===== src/rtl/mem_access_ctrl_if.sv =====
// Bus bundle for mem_access_ctrl: IF-stage fetch port, MEM-stage load/store port
// and the single memory-side port. The controller connects through "master",
// the surrounding pipeline/memory environment through "slave".
interface mem_access_ctrl_if #(
  parameter int unsigned AW = 32,
  parameter int unsigned DW = 32
);
  // IF stage
  logic          if_req;
  logic [AW-1:0] if_addr;
  logic [DW-1:0] if_rdata;
  logic          if_done;
  logic          if_stall;
  // MEM stage
  logic          d_rd;
  logic          d_wr;
  logic [AW-1:0] d_addr;
  logic [DW-1:0] d_wdata;
  logic [DW-1:0] d_rdata;
  logic          d_done;
  logic          d_stall;
  // memory side
  logic          m_req;
  logic          m_we;
  logic [AW-1:0] m_addr;
  logic [DW-1:0] m_wdata;
  logic [DW-1:0] m_rdata;
  logic          m_ready;
  logic          bus_err;

  modport master (
    input  if_req, if_addr, d_rd, d_wr, d_addr, d_wdata, m_rdata, m_ready,
    output if_rdata, if_done, if_stall, d_rdata, d_done, d_stall,
           m_req, m_we, m_addr, m_wdata, bus_err
  );

  modport slave (
    output if_req, if_addr, d_rd, d_wr, d_addr, d_wdata, m_rdata, m_ready,
    input  if_rdata, if_done, if_stall, d_rdata, d_done, d_stall,
           m_req, m_we, m_addr, m_wdata, bus_err
  );
endinterface


===== src/rtl/mem_access_ctrl.sv =====
// mem_access_ctrl: arbitrates one single-ported unified memory between instruction
// fetch (read-only) and the MEM stage (load/store). Data access wins over fetch.
// Each access completes with a one-cycle done pulse to its requester; stalls are
// combinational from the request and that pulse.
// Optional feature macro: MEM_ACCESS_CTRL_TIMEOUT_EN -- aborts an access after
// TIMEOUT_CYCLES cycles without m_ready, returns ERR_DATA and sets sticky bus_err.
module mem_access_ctrl #(
  parameter int unsigned AW = 32,
  parameter int unsigned DW = 32
`ifdef MEM_ACCESS_CTRL_TIMEOUT_EN
  ,
  parameter int unsigned   TIMEOUT_CYCLES = 255,
  parameter logic [DW-1:0] ERR_DATA       = DW'(32'hDEADBEEF)
`endif
) (
  input logic              clk,
  input logic              reset,
  mem_access_ctrl_if.master bus
);

  typedef enum logic [1:0] {IDLE, DACC, IACC, RESP} state_t;

  state_t        state;
  logic          m_req_q;
  logic          m_we_q;
  logic [AW-1:0] m_addr_q;
  logic [DW-1:0] m_wdata_q;
  logic [DW-1:0] if_rdata_q;
  logic [DW-1:0] d_rdata_q;
  logic          if_done_q;
  logic          d_done_q;

`ifdef MEM_ACCESS_CTRL_TIMEOUT_EN
  localparam int unsigned CW = $clog2(TIMEOUT_CYCLES + 1);
  logic [CW-1:0] tmo_cnt;
  logic          bus_err_q;
`endif

  // Access sequencer: grant, wait for memory completion, one-cycle response.
  always_ff @(posedge clk or posedge reset) begin
    if (reset) begin
      state      <= IDLE;
      m_req_q    <= 1'b0;
      m_we_q     <= 1'b0;
      m_addr_q   <= '0;
      m_wdata_q  <= '0;
      if_rdata_q <= '0;
      d_rdata_q  <= '0;
      if_done_q  <= 1'b0;
      d_done_q   <= 1'b0;
`ifdef MEM_ACCESS_CTRL_TIMEOUT_EN
      tmo_cnt    <= '0;
      bus_err_q  <= 1'b0;
`endif
    end else begin
      if_done_q <= 1'b0;
      d_done_q  <= 1'b0;
      case (state)
        IDLE: begin
          if (bus.d_rd || bus.d_wr) begin
            // a combined rd+wr is carried out as a write
            state     <= DACC;
            m_req_q   <= 1'b1;
            m_we_q    <= bus.d_wr;
            m_addr_q  <= bus.d_addr;
            m_wdata_q <= bus.d_wdata;
`ifdef MEM_ACCESS_CTRL_TIMEOUT_EN
            tmo_cnt   <= '0;
`endif
          end else if (bus.if_req) begin
            state    <= IACC;
            m_req_q  <= 1'b1;
            m_we_q   <= 1'b0;
            m_addr_q <= bus.if_addr;
`ifdef MEM_ACCESS_CTRL_TIMEOUT_EN
            tmo_cnt  <= '0;
`endif
          end
        end
        DACC, IACC: begin
          if (bus.m_ready) begin
            m_req_q <= 1'b0;
            state   <= RESP;
            if (state == DACC) begin
              d_done_q <= 1'b1;
              if (!m_we_q) d_rdata_q <= bus.m_rdata;
            end else begin
              if_done_q  <= 1'b1;
              if_rdata_q <= bus.m_rdata;
            end
          end
`ifdef MEM_ACCESS_CTRL_TIMEOUT_EN
          else if (tmo_cnt == CW'(TIMEOUT_CYCLES - 1)) begin
            m_req_q   <= 1'b0;
            bus_err_q <= 1'b1;
            state     <= RESP;
            if (state == DACC) begin
              d_done_q  <= 1'b1;
              d_rdata_q <= ERR_DATA;
            end else begin
              if_done_q  <= 1'b1;
              if_rdata_q <= ERR_DATA;
            end
          end else begin
            tmo_cnt <= tmo_cnt + CW'(1);
          end
`endif
        end
        // requests are not sampled here; requesters update at the edge leaving RESP
        RESP:    state <= IDLE;
        default: state <= IDLE;
      endcase
    end
  end

  // Registered outputs onto the bus.
  assign bus.m_req    = m_req_q;
  assign bus.m_we     = m_we_q;
  assign bus.m_addr   = m_addr_q;
  assign bus.m_wdata  = m_wdata_q;
  assign bus.if_rdata = if_rdata_q;
  assign bus.d_rdata  = d_rdata_q;
  assign bus.if_done  = if_done_q;
  assign bus.d_done   = d_done_q;

  // Pipeline hold signals, released in the done cycle.
  assign bus.if_stall = bus.if_req & ~if_done_q;
  assign bus.d_stall  = (bus.d_rd | bus.d_wr) & ~d_done_q;

`ifdef MEM_ACCESS_CTRL_TIMEOUT_EN
  assign bus.bus_err = bus_err_q;
`else
  assign bus.bus_err = 1'b0;
`endif

endmodule


===== src/flat_wrapper.sv =====
// flat-port wrapper written by rule: the top's interface ports become plain ports
module mem_access_ctrl_flat 
#(
  parameter int unsigned AW = 32,
  parameter int unsigned DW = 32

)
  (clk, reset, bus_if_req, bus_if_addr, bus_d_rd, bus_d_wr, bus_d_addr, bus_d_wdata, bus_m_rdata, bus_m_ready, bus_if_rdata, bus_if_done, bus_if_stall, bus_d_rdata, bus_d_done, bus_d_stall, bus_m_req, bus_m_we, bus_m_addr, bus_m_wdata, bus_bus_err);
  mem_access_ctrl_if #(.AW(AW), .DW(DW)) bus_i ();
  input logic clk;
  input logic reset;
  input wire logic [$bits(bus_i.if_req)-1:0] bus_if_req;
  input wire logic [$bits(bus_i.if_addr)-1:0] bus_if_addr;
  input wire logic [$bits(bus_i.d_rd)-1:0] bus_d_rd;
  input wire logic [$bits(bus_i.d_wr)-1:0] bus_d_wr;
  input wire logic [$bits(bus_i.d_addr)-1:0] bus_d_addr;
  input wire logic [$bits(bus_i.d_wdata)-1:0] bus_d_wdata;
  input wire logic [$bits(bus_i.m_rdata)-1:0] bus_m_rdata;
  input wire logic [$bits(bus_i.m_ready)-1:0] bus_m_ready;
  output wire logic [$bits(bus_i.if_rdata)-1:0] bus_if_rdata;
  output wire logic [$bits(bus_i.if_done)-1:0] bus_if_done;
  output wire logic [$bits(bus_i.if_stall)-1:0] bus_if_stall;
  output wire logic [$bits(bus_i.d_rdata)-1:0] bus_d_rdata;
  output wire logic [$bits(bus_i.d_done)-1:0] bus_d_done;
  output wire logic [$bits(bus_i.d_stall)-1:0] bus_d_stall;
  output wire logic [$bits(bus_i.m_req)-1:0] bus_m_req;
  output wire logic [$bits(bus_i.m_we)-1:0] bus_m_we;
  output wire logic [$bits(bus_i.m_addr)-1:0] bus_m_addr;
  output wire logic [$bits(bus_i.m_wdata)-1:0] bus_m_wdata;
  output wire logic [$bits(bus_i.bus_err)-1:0] bus_bus_err;
  assign bus_i.if_req = bus_if_req;
  assign bus_i.if_addr = bus_if_addr;
  assign bus_i.d_rd = bus_d_rd;
  assign bus_i.d_wr = bus_d_wr;
  assign bus_i.d_addr = bus_d_addr;
  assign bus_i.d_wdata = bus_d_wdata;
  assign bus_i.m_rdata = bus_m_rdata;
  assign bus_i.m_ready = bus_m_ready;
  assign bus_if_rdata = bus_i.if_rdata;
  assign bus_if_done = bus_i.if_done;
  assign bus_if_stall = bus_i.if_stall;
  assign bus_d_rdata = bus_i.d_rdata;
  assign bus_d_done = bus_i.d_done;
  assign bus_d_stall = bus_i.d_stall;
  assign bus_m_req = bus_i.m_req;
  assign bus_m_we = bus_i.m_we;
  assign bus_m_addr = bus_i.m_addr;
  assign bus_m_wdata = bus_i.m_wdata;
  assign bus_bus_err = bus_i.bus_err;
  mem_access_ctrl #(.AW(AW), .DW(DW)) u_core (.clk(clk), .reset(reset), .bus(bus_i));
endmodule

===== config.mk =====
export PLATFORM = sky130hd
export DESIGN_NAME = mem_access_ctrl_flat
export DESIGN_NICKNAME = d
export VERILOG_FILES = /design/src/rtl/mem_access_ctrl_if.sv /design/src/rtl/mem_access_ctrl.sv /design/src/flat_wrapper.sv
export SDC_FILE = /design/constraint.sdc
export NUM_CORES = 1
export LEC_CHECK = 0
export CAP_MARGIN = 10
export CORE_MARGIN = 1
export CORE_UTILIZATION = 40
export CTS_CLUSTER_DIAMETER = 80
export DETAILED_ROUTE_END_ITERATION = 6
export HOLD_SLACK_MARGIN = 0.05
export MAX_ROUTING_LAYER = met4
export PLACE_DENSITY = 0.83
export SLEW_MARGIN = 20
export SYNTH_ARGS = -nofsm -noshare
export SYNTH_HDL_FRONTEND = slang
export SYNTH_SLANG_ARGS = --single-unit
export TNS_END_PERCENT = 5

===== constraint.sdc =====
create_clock -name clk -period 11.75 [get_ports clk]
set_input_delay 2.9375 -clock clk [delete_from_list [all_inputs] [get_ports clk]]
set_output_delay 2.9375 -clock clk [all_outputs]
set_load 0.1 [all_outputs]

==> impl_metrics.yaml <==
detailed_routing:
  routedWlPerCell_microns: 16.80
  drt_iter0_drc: 120
  wl_met1_microns: 5573
  wl_met3_microns: 1005
  num_vias: 4004
  drc: 0
  top_layer_used: "met4"
  via_per_inst: 4.789
  drt-total-wl_microns: 14050
  dr.pass1.iters: 4
  dr_wl_met2_microns: 7165
  ant_nets: 0
worst_setup_path:
  critPathMaxFanout: 5
  cp.arrival_ns: 5.01
  reg2reg_to: "u_core.bus.if_rdata[7]"
  rrSetupSlack_ns: 9.44
  rr_worst_depth: 4
  path_cells: "clkdlybuf4s50_1, nor2_4, nor2_1, clkdlybuf4s50_1"
  max_stage_delay_ns: 1.18
  cp-start-kind: "primary input"
  timing.critical_path.buf_inv: 2
  cp_common_cell: "clkdlybuf4s50_1"
  path_delay_family: "buffers and inverters"
  crit_required_ns: 8.81
  critPathKind: "primary input to output port"
  worst_setup_path_end_kind: "output port"
  r2r_start: "u_core.state[0]"
  slowest_stage: "clkdlybuf4s50_1"
clocking:
  cts_root_buf: "clkbuf_16"
  cts_setup_buffers: 0
  ctsHoldBuffers: 0
  cts_resized: 0
  cts.path.max_buffers: 2
  clkTransAtPathRegs_ns: 0.06
  cts_tree: "yes"
  cts_inserted_buffers: 17
  cts.sinks: 134
  h-tree-depth: 4
  clock_latency_ns: 0.41
timing:
  clock.fmax_mhz: 125.9
  rsz0062_at_grt: "no"
  setup_tns_ns: 0
  period_minus_slack_ns: 7.945
  slew_headroom_pct: 30.43
  finalHoldViolCount: 0
  period_share_pct: 67.62
  setup_viol: 0
  finClkSkew_ns: 0.004700
  worst_pin_slew_ns: 1.040
  maxSlewViolCount: 0
synth:
  post-synth-top-area-cell: "dfrtp_1"
  yosys.area.top_type_share_pct: 60.96
  ys_types: 28
  synthesis.nets: 516
  synthTopCellsByArea: "dfrtp_1 (61%), mux2_2 (19%), mux2i_1 (6.4%), nand2_1 (2.4%), o21ai_1 (1.9%)"
  syn_avg_cell_area_sq_um: 14.55
  seq_area_frac_synth_pct: 60.96
  syn_area_sq_mm: 0.005500
  synthCells: 378
  ys_seq_elements: 134
  ys_warn_count: 0
placement:
  port_buffers: 267
  dpl.hpwl_microns: 10120
  gp_congestion: 0.7509
floorplanning:
  die_h_microns: 119.3
  rows: 42
  initial_core_util_pct: 41.21
  coreArea_sq_mm: 0.01335
  num_io_pins: 269
  die-area_sq_mm: 0.01422
  die_x_microns: 119.3
worst_hold_path:
  whs_path_depth: 2
  holdCritPathClass: "flop to flop"
  hold-path-endpoint: "u_core.bus.m_addr[24]"
  hp-start: "u_core.bus.m_addr[24]"
grt:
  antenna_found_initial: 0
  grt_usage_pct: 20.48
  grt_remaining_overflow: 0
  grt_pass1_wl_microns: 21520
  grt_pass1_vias: 4261
  grt_max_degree: 71
layout:
  layout_common_cells: "clkdlybuf4s50_1 (267), dfrtp_1 (134), mux2_2 (95)"
  multi_input_area_sq_mm: 0.001942
  diodes: 0
  finalNetCount: 785
  seq_area_sq_mm: 0.003353
  nFillCells: 981
  syn2layout_area_growth_pct: 61.60
  fin_util_pct: 66.59
  drive_gt1_share_pct: 21.97
  final_common_cell: "clkdlybuf4s50_1"
outcome:
  outcome: "finished, final reports clean"
flow_run:
  maxCapViolations: 0
[cells in the mapped netlist]
library cell and count:
nand3b_1 1, nor2_1 2, inv_1 5, o21ai_0 3, clkbuf_8 3, nand2_1 35, o21ai_4 1, buf_4 3
and3_1 1, nor2b_1 2, nand3b_2 1, mux2_2 95, o21ai_2 8, nor3_1 1, clkbuf_1 1, nor2_4 1
mux2i_1 35, conb_1 1, o21ai_1 21, a211oi_1 1, buf_8 3, dfrtp_1 134, buf_6 3, mux2_4 2
ha_1 4, o31ai_4 1, buf_2 8, a21oi_1 2
[registers in the layout, indices dropped and copies added (netlist names)]
| register | flops |
|---|---|
| u_core.bus.m_we | 1 |
| u_core.bus.m_req | 1 |
| u_core.bus.m_wdata | 32 |
| u_core.state | 2 |
| u_core.bus.d_done | 1 |
| u_core.bus.m_addr | 32 |
| u_core.bus.if_done | 1 |
| u_core.bus.if_rdata | 32 |
| u_core.bus.d_rdata | 32 |
[stage by stage]
step                hold slack, ns  setup WS (ns)  area, sq um  cells
global route                0.4915          3.758         8889    836
floorplan                   0.5388          4.278         5500    378
CTS                         0.4770          3.795         8889    836
finish                      0.4727          3.805         8889    836
detailed placement          0.4644          3.809         8242    804
global placement            0.4636          3.826         8242    804
[how the worst max path moves through the flow]
stage | startpoint | end | slack [ns] | depth (start not counted)
floorplan | bus_d_wr | bus_d_stall | 4.28 | 4
global placement | bus_d_wr | bus_d_stall | 3.83 | 4
CTS | bus_d_wr | bus_d_stall | 3.80 | 4
finish | bus_d_wr | bus_d_stall | 3.81 | 4
detailed placement | bus_d_wr | bus_d_stall | 3.81 | 4
global route | bus_d_wr | bus_d_stall | 3.76 | 4
[per-layer routing]
layer	vias to the layer above	GRT usage [%]
li1	1863	-
met1	1942	22.59
met2	177	34.41
met3	22	5.843
met4	0	9.019
met5	-	-
[worst min-delay path, delay by kind of cell, from the launching register on]
| kind | cells | cell delay [ns] |
|---|---|---|
| AO/OA/AOI/OAI | 1 | 0.05 |
| flip-flops | 1 | 0.34 |
| AND/OR/NAND/NOR | 1 | 0.06 |
[area by class of cell]
type | count | share of cell area, %
timing repair buffer | 271 | 30.41
tap | 176 | 2.477
clock buffer | 19 | 4.983
clock inverter | 13 | 2.294
inverter | 5 | 0.2675
multi-input combinational | 218 | 21.85
sequential | 134 | 37.73
[cell families after synthesis]
family	share of synthesized area, %
AO/OA/AOI/OAI	4.459
adder cells (fa/ha/maj)	0.9100
buffers and inverters	3.731
flip-flops	60.96
multiplexers	26.37
other	0.06818
AND/OR/NAND/NOR	3.503
Power is not shown: default switching activity piles up to over one toggle a cycle in this logic, so the estimate is an artifact.
